File: src/rtl/ps2_tx.sv
// ---------------------------------------------------------------------------
// ps2_tx -- host-to-device PS/2 transmitter
//
// Sends one command byte to a PS/2 device using the open-drain
// request-to-send sequence:
//   1. Inhibit the clock.
//   2. Hold the start bit.
//   3. Let the device clock out 8 data bits and an odd parity bit.
//   4. Release the data line for the stop bit.
//   5. Sample the device ACK.
// Any keyboard receive path sharing the lines should be gated with
// rx_en = tx_idle so that this frame is not decoded as a scan code.
//
// Ports
//   clk           system clock
//   reset         asynchronous reset, active low
//   wr_ps2        start-transfer strobe (only honoured while idle)
//   din[7:0]      command byte, captured on the accepted wr_ps2 cycle
//   ps2c, ps2d    PS/2 clock / data line levels (ps2c already synchronised)
//   ps2c_oe       1 = pull ps2c low, 0 = release
//   ps2d_oe       1 = pull ps2d low, 0 = release
//   tx_idle       1 while idle and ready for wr_ps2
//   tx_done_tick  one-cycle pulse when a transfer finishes or aborts
//   ack_err       1 = device did not acknowledge (valid from done tick)
//   timeout_err   1 = transfer aborted by the watchdog (valid from done tick)
// ---------------------------------------------------------------------------
module ps2_tx #(
  parameter int RTS_CYCLES     = 5000,
  parameter int TIMEOUT_CYCLES = 750000
) (
  input  logic       clk,
  input  logic       reset,
  input  logic       wr_ps2,
  input  logic [7:0] din,
  input  logic       ps2c,
  input  logic       ps2d,
  output logic       ps2c_oe,
  output logic       ps2d_oe,
  output logic       tx_idle,
  output logic       tx_done_tick,
  output logic       ack_err,
  output logic       timeout_err
);

  // RTS_CYCLES-1 always fits in clog2(RTS_CYCLES) bits
  localparam int DW = (RTS_CYCLES > 2) ? $clog2(RTS_CYCLES) : 1;
  localparam logic [DW-1:0] RTS_LOAD = DW'(RTS_CYCLES - 1);
  localparam logic [19:0]   WD_LOAD  = 20'(TIMEOUT_CYCLES - 1);

  typedef enum logic [2:0] {
    IDLE,
    RTS,
    START,
    DATA,
    STOP
  } state_t;

  state_t        state_reg,   state_next;
  logic [7:0]    filter_reg,  filter_next;
  logic          f_ps2c_reg,  f_ps2c_next;
  logic [8:0]    shift_reg,   shift_next;
  logic [DW-1:0] dly_reg,     dly_next;
  logic [19:0]   wd_reg,      wd_next;
  logic [3:0]    bit_reg,     bit_next;
  logic          done_reg,    done_next;
  logic          ack_reg,     ack_next;
  logic          tout_reg,    tout_next;
  logic          fall_edge;
  logic          wd_expired;

  // -------------------------------------------------------------------------
  // State register
  // -------------------------------------------------------------------------
  always_ff @(posedge clk or negedge reset) begin
    if (!reset) begin
      state_reg  <= IDLE;
      filter_reg <= '1;
      f_ps2c_reg <= 1'b1;
      shift_reg  <= '0;
      dly_reg    <= '0;
      wd_reg     <= '0;
      bit_reg    <= '0;
      done_reg   <= 1'b0;
      ack_reg    <= 1'b0;
      tout_reg   <= 1'b0;
    end else begin
      state_reg  <= state_next;
      filter_reg <= filter_next;
      f_ps2c_reg <= f_ps2c_next;
      shift_reg  <= shift_next;
      dly_reg    <= dly_next;
      wd_reg     <= wd_next;
      bit_reg    <= bit_next;
      done_reg   <= done_next;
      ack_reg    <= ack_next;
      tout_reg   <= tout_next;
    end
  end

  // -------------------------------------------------------------------------
  // Clock glitch filter: the filtered level only changes after 8 identical
  // samples. fall_edge is decoded combinationally from the registered
  // level, so the FSM consumes it on the edge that registers the new level.
  // -------------------------------------------------------------------------
  always_comb begin
    filter_next = {ps2c, filter_reg[7:1]};
    f_ps2c_next = f_ps2c_reg;
    if (filter_reg == 8'hFF) begin
      f_ps2c_next = 1'b1;
    end else if (filter_reg == 8'h00) begin
      f_ps2c_next = 1'b0;
    end
    fall_edge = f_ps2c_reg & ~f_ps2c_next;
  end

  // A falling edge in the same cycle as expiry counts as device activity
  assign wd_expired = (wd_reg == 20'd0) && !fall_edge;

  // -------------------------------------------------------------------------
  // Next-state logic
  // -------------------------------------------------------------------------
  always_comb begin
    state_next = state_reg;
    shift_next = shift_reg;
    dly_next   = dly_reg;
    wd_next    = wd_reg;
    bit_next   = bit_reg;
    done_next  = 1'b0;
    ack_next   = ack_reg;
    tout_next  = tout_reg;

    // Watchdog runs while waiting on device clocks
    if (state_reg == START || state_reg == DATA || state_reg == STOP) begin
      if (fall_edge) begin
        wd_next = WD_LOAD;
      end else if (wd_reg != 20'd0) begin
        wd_next = wd_reg - 20'd1;
      end
    end

    case (state_reg)
      IDLE: begin
        if (wr_ps2) begin
          shift_next = {~^din, din};
          dly_next   = RTS_LOAD;
          ack_next   = 1'b0;
          tout_next  = 1'b0;
          state_next = RTS;
        end
      end
      RTS: begin
        if (dly_reg == '0) begin
          wd_next    = WD_LOAD;
          state_next = START;
        end else begin
          dly_next = dly_reg - 1'b1;
        end
      end
      START, DATA, STOP: begin
        if (wd_expired) begin
          tout_next  = 1'b1;
          ack_next   = 1'b1;
          done_next  = 1'b1;
          state_next = IDLE;
        end else if (fall_edge) begin
          if (state_reg == START) begin
            bit_next   = 4'd8;
            state_next = DATA;
          end else if (state_reg == DATA) begin
            shift_next = {1'b0, shift_reg[8:1]};
            if (bit_reg == 4'd0) begin
              state_next = STOP;
            end else begin
              bit_next = bit_reg - 4'd1;
            end
          end else begin
            // Device pulls data low during this clock to acknowledge
            ack_next   = ps2d;
            done_next  = 1'b1;
            state_next = IDLE;
          end
        end
      end
      default: state_next = IDLE;
    endcase
  end

  // -------------------------------------------------------------------------
  // Line drivers decode straight from the state register so that an
  // asynchronous reset releases both lines immediately.
  // -------------------------------------------------------------------------
  assign ps2c_oe      = (state_reg == RTS);
  assign ps2d_oe      = (state_reg == START) ||
                        ((state_reg == DATA) && !shift_reg[0]);
  assign tx_idle      = (state_reg == IDLE);
  assign tx_done_tick = done_reg;
  assign ack_err      = ack_reg;
  assign timeout_err  = tout_reg;

endmodule

File: config.mk
export PLATFORM = sky130hd
export DESIGN_NAME = ps2_tx
export DESIGN_NICKNAME = d
export VERILOG_FILES = /design/src/rtl/ps2_tx.sv
export SDC_FILE = /design/constraint.sdc
export NUM_CORES = 1
export LEC_CHECK = 0
export BUFFER_PORTS_ARGS = -buffer_cell sky130_fd_sc_hd__buf_2
export CORE_ASPECT_RATIO = 1.25
export CORE_MARGIN = 4
export CORE_UTILIZATION = 60
export CTS_CLUSTER_SIZE = 12
export DETAILED_ROUTE_END_ITERATION = 12
export HOLD_SLACK_MARGIN = 0.03
export PLACE_DENSITY = 0.87
export SKIP_LAST_GASP = 1
export SLEW_MARGIN = 20
export SYNTH_ARGS = -nofsm -noshare
export SYNTH_HDL_FRONTEND = slang
export SYNTH_SLANG_ARGS = --single-unit
File: constraint.sdc
create_clock -name clk -period 3 [get_ports clk]
set_input_delay 0 -clock clk [delete_from_list [all_inputs] [get_ports clk]]
set_output_delay 0 -clock clk [all_outputs]
set_load 0.03 [all_outputs]
==> metrics.md, run 1 <==
| Metric | Value |
|---|---|
| Setup Crit Path Kind | register to register |
| Gr ovfl total | 0 |
| Worst-case reg-to-reg path depth | 6 |
| Final Wtd Congestion | 0.9178 |
| Synth Register Bits | 61 |
| CTS Buf Count | 9 |
| Crit path arrival time | 2.60 ns |
| Net Sw Frac | 41.42% |
| Pleak | 1.658 nW |
| GR peak layer | met2 |
| Root Buffer | clkbuf_8 |
| Status | complete, no violations |
| Clock power share | 22.8% |
| Rel. slew slack | 47.32% |
| ANT cells | 0 |
| Proportion of layout cells with a drive suffix above 1 | 18.44% |
| Sw power | 1.447 mW |
| IO Count | 19 |
| Sequential share of the synthesized area | 45.10% |
| Number of global-route vias before repair | 2,746 |
| Max_cap viols | 0 |
| # clock sinks | 61 |
| Die width | 75.43 µm |
| Pint | 2.046 mW |
| Initial DRT Pass Iterations | 5 |
| First-pass GRT wire length | 12.85 mm |
| Met3 Use GR | 5.482% |
| Pre-CTS setup slack | 0.7585 ns |
| Cells after Synth | 352 |
| Max Fclk | 430.3 MHz |
| Depth of the CTS H-tree | 3 |
| Hold WC Path Type | primary input to register |
| Via density | 6.412 |
| Met2 usage | 36.10% |
| Reg-to-Reg End | wd_reg[4] |
| CP Data Required Time | 3.28 ns |
| Post-CTS setup buffers | 0 |
| RSZ-0062 raised after global routing | false |
| Initial Util | 62.21% |
| Site row count | 30 |
| Final Core Density | 69.77% |
| Nets | 397 |
| CP startpoint | state_reg[2] |
| Crit path max fanout | 17 |
| Clock tree buffer depth | 2 |
| Placed Area | 0.003521 mm² |
| Die Ht | 92.28 µm |
| Pin count of the biggest net entering global routing | 32 |
| Post-Route WL | 7.674 mm |
| CTS tree | built |
| Post-synthesis area per instance | 9.686 µm² |
| Hold_sp | ps2d |
| Core box area | 0.005480 mm² |
| Count of port buffers added during placement | 18 |
| Cell taking the most area after synthesis | dfrtp_1 |
| Met1 Track Usage GR | 31.81% |
| Yosys cell types | 63 |
| Fin area | 0.003824 mm² |
| Drt wl/cell | 17.09 µm |
| Multi-input gate area | 0.001738 mm² |
| Mapped Nets | 368 |
| Worst-skew pair later-pin latency | 0.34 ns |
| Reg area | 0.001538 mm² |
| Vias | 2,879 |
| Area contributors post-synth | dfrtp_1 (38%), dfstp_2 (6.9%), nand2_1 (5.6%) |
| # setup viols final | 0 |
| Crit start category | register |
| Post-Syn Area | 0.003410 mm² |
| P&R area growth vs syn | 12.15% |
| PwrDens | 913.5 mW/mm² |
| Crit end category | register |
| Layout Skew | 0.01007 ns |
| Most common cell in the netlist | dfrtp_1 |
| Drt first-iter violations | 282 |
| Tcrit/Tclk final | 77.46% |
| Worst vdd ir | 0.4781 mV |
| Crit path to | wd_reg[4] |
| TNS Setup | 0 ns |
| PnR worst setup slack | 0.6763 ns |
| Total chip power | 3.493 mW |
| ANT nets after route | 0 |
| HPWL after DPL | 5.087 mm |
| Top cells by count, synth | dfrtp_1 (52), nand2_1 (51), nor2_1 (28), o21ai_0 (16) |
| Top FF cell, synth | dfrtp_1 |
| Minimum clock period | 2.324 ns |
| Post-synth top area share | 38.17% |
| Global Route Usage Sum | 24.01% |
| Fin. Hold Viols | 0 |
| Die ar. | 0.006960 mm² |
| Filler Cell Count | 418 |
| R2R setup slack | 0.68 ns |
| R2r startpoint | state_reg[2] |
| Max Slew Vio Count | 0 |
| Comb pwr share | 39.0% |
| Seq pwr share | 38.2% |
| Initial antenna violation count | 0 |
| Worst Tran Pin Value | 0.7837 ns |
| DRC violations left | 0 |
| Clk slew on worst S/H paths | 0.07 ns |
| Number of flops mapped to enable cells by yosys | 0 |
| Yosys warnings | 0 |
| Max reg flops | 20 |
| Ys async rst share | 100.0% |
-- placed cells by master, fill, tap and decap left out, types with 6 or more instances in the layout --
cell type      instances
a21oi_1               10
a31oi_1                6
buf_2                 18
clkbuf_8              10
dfrtp_1               52
dfstp_2                9
dlygate4sd3_1          9
inv_1                 11
nand2_1               51
nand3_1               11
nand4_1               12
nor2_1                28
nor3_1                 9
o211ai_1               9
o21ai_0               16
o31ai_1                9
or3_1                  6
or4_1                  8
xnor2_1                8
xor2_1                12
-- final cells by class --
cell class                      count  area share [%]
Clock buffer                       10           3.599
Clock inverter                      5           1.963
Inverter                           12           1.178
Multi-Input combinational cell    266           45.45
Sequential cell                    61           40.22
Tap cell                           64           2.094
Timing Repair Buffer               31           5.497
-- power by group through the flow --
stage	registers [mW]	clock network, mW	logic [mW]
floorplan	1.25	0	1.13
global placement	1.32	0	1.26
detailed placement	1.34	0	1.31
CTS	1.32	0.804	1.33
global route	1.37	0.844	1.50
finish	1.33	0.797	1.36
-- metal layers --
metal / up-vias / share of wire (%)
li1: 1341 / -
met5: - / 0
met1: 1375 / 43
met2: 134 / 47
met4: 0 / 3.7
met3: 29 / 6.6
-- worst min-delay path by stage --
stage                       to  slack, ns  cells after the start
floorplan              ack_err      -0.30                      0
global placement     wd_reg[8]       0.07                      1
detailed placement  wd_reg[15]       0.08                      1
CTS                    ack_err       0.05                      3
global route           ack_err       0.09                      3
finish                 ack_err       0.07                      3
-- through the flow --
step / instances / hold slack (ns)
2_1_floorplan: 352 / -0.2956
3_3_place_gp: 425 / 0.07352
3_5_place_dp: 425 / 0.07798
4_1_cts: 449 / 0.04968
5_1_grt: 449 / 0.08596
6_report: 449 / 0.06703
-- critical path, cell delays in order, from the launching register on --
cell and delay [ns]:
dfrtp_1 0.58, nor2b_1 0.24, nor2_2 0.57, o32ai_1 0.19, buf_4 0.20, or4_1 0.39, nand2_1 0.08
-- logic make-up after synthesis --
group,count (synthesis),synth area share [%]
compound gates,67,13.58
mux,10,3.376
fa+ha+maj,3,1.101
xor+xnor,20,5.138
flops,61,45.10
buf+inv,25,3.926
simple gates,166,27.78
-- what timing repair did --
action,CTS,global route
hold buffers,9,0
gates resized for setup,0,0
hold endpoints to repair,38,0
Power figures use the tool's default switching activity.
==> inputs of run 2 (changes only) <==
Clock period 3 ns to 2.16 ns, I/O delays scaled along.
==> run 2 against run 1 <==
Compared with the run above: maximum frequency grew 14%; die area unchanged; clock power grew 15%; design area up 4.3%; largest cell class unchanged; first-iteration DRC count rose by 43%; final cell count up 4.9%; critical endpoint is now state_reg[2]; highest routed layer unchanged; power increased by 42%.
==> metrics.md, run 2 (same netlist as run 1, synthesis figures left out) <==
| Metric | Value |
|---|---|
| Status | complete, no violations |
| Drt first-iter violations | 402 |
| Gr ovfl total | 0 |
| Layout Skew | 0.01009 ns |
| Hold WC Path Type | primary input to register |
| Tcrit/Tclk final | 94.43% |
| Count of port buffers added during placement | 18 |
| Most common library cell in the layout ignoring fill and taps | dfrtp_1 |
| CP Buf/Inv Count | 1 |
| Die ar. | 0.006960 mm² |
| HPWL after DPL | 5.426 mm |
| Max Fclk | 490.3 MHz |
| Met1 Track Usage GR | 33.50% |
| Multi-input gate area | 0.001775 mm² |
| IO Count | 19 |
| Met2 usage | 40.06% |
| Root Buffer | clkbuf_8 |
| Slowest CP cell | dfrtp_1 |
| Worst path max stage delay | 0.41 ns |
| Clk slew on worst S/H paths | 0.07 ns |
| Net Sw Frac | 42.39% |
| CP Cell Sequence | inv_1, ha_1, nor2b_2, nand4_2, a21oi_4, and2_4, mux2_4 |
| Final cell count without fillers | 471 |
| Nets | 418 |
| Worst-skew pair later-pin latency | 0.35 ns |
| Drt wl/cell | 17.30 µm |
| Seq pwr share | 36.5% |
| PwrDens | 1244 mW/mm² |
| Max_cap viols | 0 |
| Sw power | 2.102 mW |
| Pleak | 1.746 nW |
| Crit end category | register |
| # setup viols final | 0 |
| DRC violations left | 0 |
| Final Wtd Congestion | 0.9320 |
| Site row count | 30 |
| Reg area | 0.001538 mm² |
| First-pass GRT wire length | 13.74 mm |
| Minimum clock period | 2.040 ns |
| CTS tree | built |
| Worst vdd ir | 0.7079 mV |
| Total chip power | 4.959 mW |
| GR peak layer | met2 |
| Most frequent cells in the layout | dfrtp_1 (52), nand2_1 (51), nor2_1 (28), buf_4 (24), buf_2 (18) |
| Max reg flops | 20 |
| ANT nets after route | 0 |
| Initial DRT Pass Iterations | 5 |
| Placed insts | 443 |
| Initial Util | 62.21% |
| Number of global-route vias before repair | 2,910 |
| Hold depth | 3 |
| Depth of the CTS H-tree | 3 |
| CP delay by family, top | simple AND/OR/NAND/NOR gates |
| Post-Route WL | 8.147 mm |
| Crit path arrival time | 2.27 ns |
| Global Route Usage Sum | 25.67% |
| Vias | 3,010 |
| Core box area | 0.005480 mm² |
| Pin count of the biggest net entering global routing | 62 |
| Crit path max fanout | 5 |
| Fin. Hold Viols | 0 |
| Max Slew Vio Count | 0 |
| Crit start category | register |
| CTS Buf Count | 9 |
| Crit. path cell count | 7 |
| # clock sinks | 61 |
| Worst Tran Pin Value | 0.7416 ns |
| Via density | 6.391 |
| Met3 Use GR | 6.031% |
| CP Data Required Time | 2.39 ns |
| P&R area growth vs syn | 16.92% |
| Initial antenna violation count | 0 |
| Comb pwr share | 44.9% |
| Proportion of layout cells with a drive suffix above 1 | 23.10% |
| ANT cells | 0 |
| Die width | 75.43 µm |
| Clock tree buffer depth | 2 |
| Clock power share | 18.5% |
| TNS Setup | 0 ns |
| Worst-case reg-to-reg path depth | 7 |
| Die Ht | 92.28 µm |
| Filler Cell Count | 355 |
| Setup Crit Path Kind | register to register |
| Pint | 2.857 mW |
| Rel. slew slack | 50.56% |
run 2: metal layers:
metal / share of wire (%) / routed length, µm
met1: 42 / 3400
met2: 50 / 4037
met3: 6.1 / 499
met4: 2.6 / 210
met5: 0 / 0
run 2: worst paths after layout:
path                                 endpoint     startpoint  slack [ns]
worst max-delay path             state_reg[2]     dly_reg[0]        0.12
worst min-delay path                  ack_err           ps2d        0.07
worst max register to register   state_reg[2]     dly_reg[0]        0.12
worst min register to register  filter_reg[6]  filter_reg[7]        0.38
max in group asynchronous          wd_reg[19]          reset        1.33
min in group asynchronous           wd_reg[7]          reset        0.33
run 2: power groups by stage:
stage          registers (mW)  logic, mW  clock network, mW
3_3_place_gp             1.78       2.03                  0
2_1_floorplan            1.74       1.57                  0
3_5_place_dp             1.81       2.11                  0
4_1_cts                  1.79       2.15              0.927
5_1_grt                  1.85       2.44              0.978
6_report                 1.81       2.23              0.919
run 2: layout make-up:
type,instances,area share [%]
Multi-Input combinational cell,266,44.54
Sequential cell,61,38.57
Timing Repair Buffer,52,9.291
Clock buffer,12,3.892
Tap cell,64,2.009
Inverter,12,1.130
Clock inverter,4,0.5650
run 2: repair_timing:
item                                    4_1_cts  5_1_grt
setup buffers                                 0        2
hold buffers                                 10        0
endpoints found under the hold margin        61        0
resized for setup                             0        6
endpoints found under the setup margin        0       22
run 2: per-stage QoR:
| step | cell area, µm² | utilization, % | setup slack, ns | hold slack, ns |
|---|---|---|---|---|
| after CTS | 3934 | 71.78 | 0.05273 | 0.04850 |
| after detailed placement | 3656 | 66.71 | 0.1019 | 0.1069 |
| final | 3986 | 72.74 | 0.1203 | 0.07073 |
| after global routing | 3986 | 72.74 | -0.006856 | 0.09470 |
| after global placement | 3656 | 66.71 | 0.1741 | 0.1062 |
| after floorplan | 3410 | - | 0.05993 | -0.2956 |
run 2: worst register-to-register path, delay by kind of cell, from the launching register on:
family                     cells  cell delay, ns
AOI/OAI and AO/OA              1            0.26
adders and majority gates      1            0.21
buffers and inverters          1            0.09
DFF                            1            0.41
muxes                          1            0.29
and+or+nand+nor                3            0.68
==> inputs of run 3 (changes only) <==
Settings changed: CORE_MARGIN 4 to default.
==> run 3 against run 2 <==
Compared with the run above: clock skew is 0.00057 ns lower; register-to-register slack got worse by 0.03 ns; worst hold slack better by 0.018 ns; maximum frequency is 1.3% lower; global-route usage is 3.2 points higher; setup slack lost 0.028 ns; clock-buffer cell count increased by 3; combinational power fell by 3%; wire length fell by 0.28%; clock power grew 1%; critical endpoint is now shift_reg[0]; highest routed layer unchanged.
==> metrics.md, run 3 (same netlist as run 1, synthesis figures left out) <==
| Metric | Value |
|---|---|
| Core box area | 0.005443 mm² |
| R2R setup slack | 0.09 ns |
| Crit end category | register |
| CP startpoint | filter_reg[5] |
| Nets | 418 |
| Pleak | 1.744 nW |
| PnR worst setup slack | 0.09259 ns |
| # clock sinks | 61 |
| P&R area growth vs syn | 16.73% |
| Die width | 69.43 µm |
| Status | complete, no violations |
| Setup Crit Path Kind | register to register |
| Vias | 3,005 |
| # setup viols final | 0 |
| Initial antenna violation count | 0 |
| Crit start category | register |
| Clk slew on worst S/H paths | 0.06 ns |
| Post-Route WL | 8.124 mm |
| Slowest CP cell | nor4_1 |
| Worst Tran Pin Value | 0.5219 ns |
| Worst vdd ir | 0.7780 mV |
| DRC violations left | 0 |
| CP Data Required Time | 2.38 ns |
| Drt first-iter violations | 384 |
| Proportion of layout cells with a drive suffix above 1 | 22.60% |
| Crit path max fanout | 8 |
| ANT cells | 0 |
| Total chip power | 4.938 mW |
| Die Ht | 86.28 µm |
| First-pass GRT wire length | 13.37 mm |
| Most frequent cells in the layout | dfrtp_1 (52), nand2_1 (51), nor2_1 (28), buf_4 (24), buf_2 (18) |
| Max Slew Vio Count | 0 |
| Clock tree buffer depth | 2 |
| Site row count | 30 |
| Tcrit/Tclk final | 95.71% |
| Via density | 6.380 |
| IO Count | 19 |
| Minimum clock period | 2.067 ns |
| Die ar. | 0.005990 mm² |
| Crit path arrival time | 2.28 ns |
| Initial Util | 62.64% |
| Root Buffer | clkbuf_8 |
| Pin count of the biggest net entering global routing | 25 |
| PwrDens | 1241 mW/mm² |
| Worst-case reg-to-reg path depth | 5 |
| Hold slack | 0.08824 ns |
| Reg-to-Reg End | shift_reg[0] |
| Crit path to | shift_reg[0] |
| HPWL after DPL | 5.446 mm |
| Count of port buffers added during placement | 18 |
| Global Route Usage Sum | 28.89% |
| RSZ-0062 raised after global routing | false |
| Worst path max stage delay | 0.46 ns |
| Max_cap viols | 0 |
| Rel. slew slack | 65.21% |
| CTS Buf Count | 9 |
| Most common library cell in the layout ignoring fill and taps | dfrtp_1 |
| Final Wtd Congestion | 0.9299 |
| Initial DRT Pass Iterations | 5 |
| R2r startpoint | filter_reg[5] |
| Filler Cell Count | 358 |
| CTS tree | built |
| Layout Skew | 0.009519 ns |
| Max reg flops | 20 |
| Drt wl/cell | 17.25 µm |
| Max Fclk | 483.7 MHz |
| Fin. Hold Viols | 0 |
| Depth of the CTS H-tree | 3 |
| Gr ovfl total | 0 |
| TNS Setup | 0 ns |
| ANT nets after route | 0 |
| Hold WC Path Type | primary input to register |
| Worst-skew pair later-pin latency | 0.34 ns |
| CP Cell Sequence | nor4_1, and3_1, a31oi_1, nor2_4, mux2_1 |
| Pre-CTS setup slack | 0.09408 ns |
| Number of global-route vias before repair | 2,868 |
## run 3: metal layers
layer / vias to the layer above / global-route usage (%) / share of wire [%] / wire (µm)
met5: - / 0 / 0 / 0
met4: 0 / 17.25 / 4.0 / 323
met3: 40 / 6.047 / 5.8 / 471
met2: 130 / 49.07 / 50 / 4093
met1: 1447 / 33.85 / 40 / 3236
li1: 1388 / - / - / -
## run 3: final cells by class
| cell class | count | area (µm²) | area share [%] |
|---|---|---|---|
| flip-flops and latches | 61 | 1538 | 38.64 |
| clock inverters | 1 | 5.005 | 0.1257 |
| inverters | 12 | 47.55 | 1.195 |
| well taps | 64 | 80.08 | 2.012 |
| multi-input cells | 266 | 1763 | 44.29 |
| clock buffers | 15 | 176.4 | 4.433 |
| repair buffers | 52 | 370.4 | 9.305 |
## run 3: through the flow
step | utilization (%) | cell area, µm² | std cells
5_1_grt | 73.13 | 3980 | 471
6_report | 73.13 | 3980 | 471
2_1_floorplan | - | 3410 | 352
3_5_place_dp | 67.17 | 3656 | 443
4_1_cts | 72.34 | 3938 | 469
3_3_place_gp | 67.17 | 3656 | 443
## run 3: what timing repair did
| item | CTS | global route |
|---|---|---|
| endpoints found under the hold margin | 28 | 0 |
| setup endpoints to repair | 0 | 4 |
| hold buffers | 10 | 0 |
| setup buffers | 0 | 2 |
| gates resized for setup | 0 | 6 |
## run 3: report_power, final
part	internal (mW)	total, mW	switching [mW]
Clock	0.510	0.931	0.421
Combinational	0.897	2.17	1.27
Sequential	1.47	1.84	0.372
Total	2.88	4.94	2.06
## run 3: worst max-delay path: cells and delay by family (launching register included)
family | cells | cell delay (ns)
AOI/OAI and AO/OA | 1 | 0.18
muxes | 1 | 0.37
DFF | 1 | 0.38
and+or+nand+nor | 3 | 1.03
## run 3: worst min-delay path by stage
stage | start | to | slack, ns | cells past startpoint
2_1_floorplan | reset | ack_err | -0.30 | 0
3_3_place_gp | reset | wd_reg[7] | -0.006 | 1
3_5_place_dp | reset | wd_reg[7] | -0.007 | 1
4_1_cts | wr_ps2 | dly_reg[8] | 0.07 | 3
5_1_grt | din[0] | shift_reg[0] | 0.11 | 4
6_report | din[0] | shift_reg[0] | 0.09 | 4
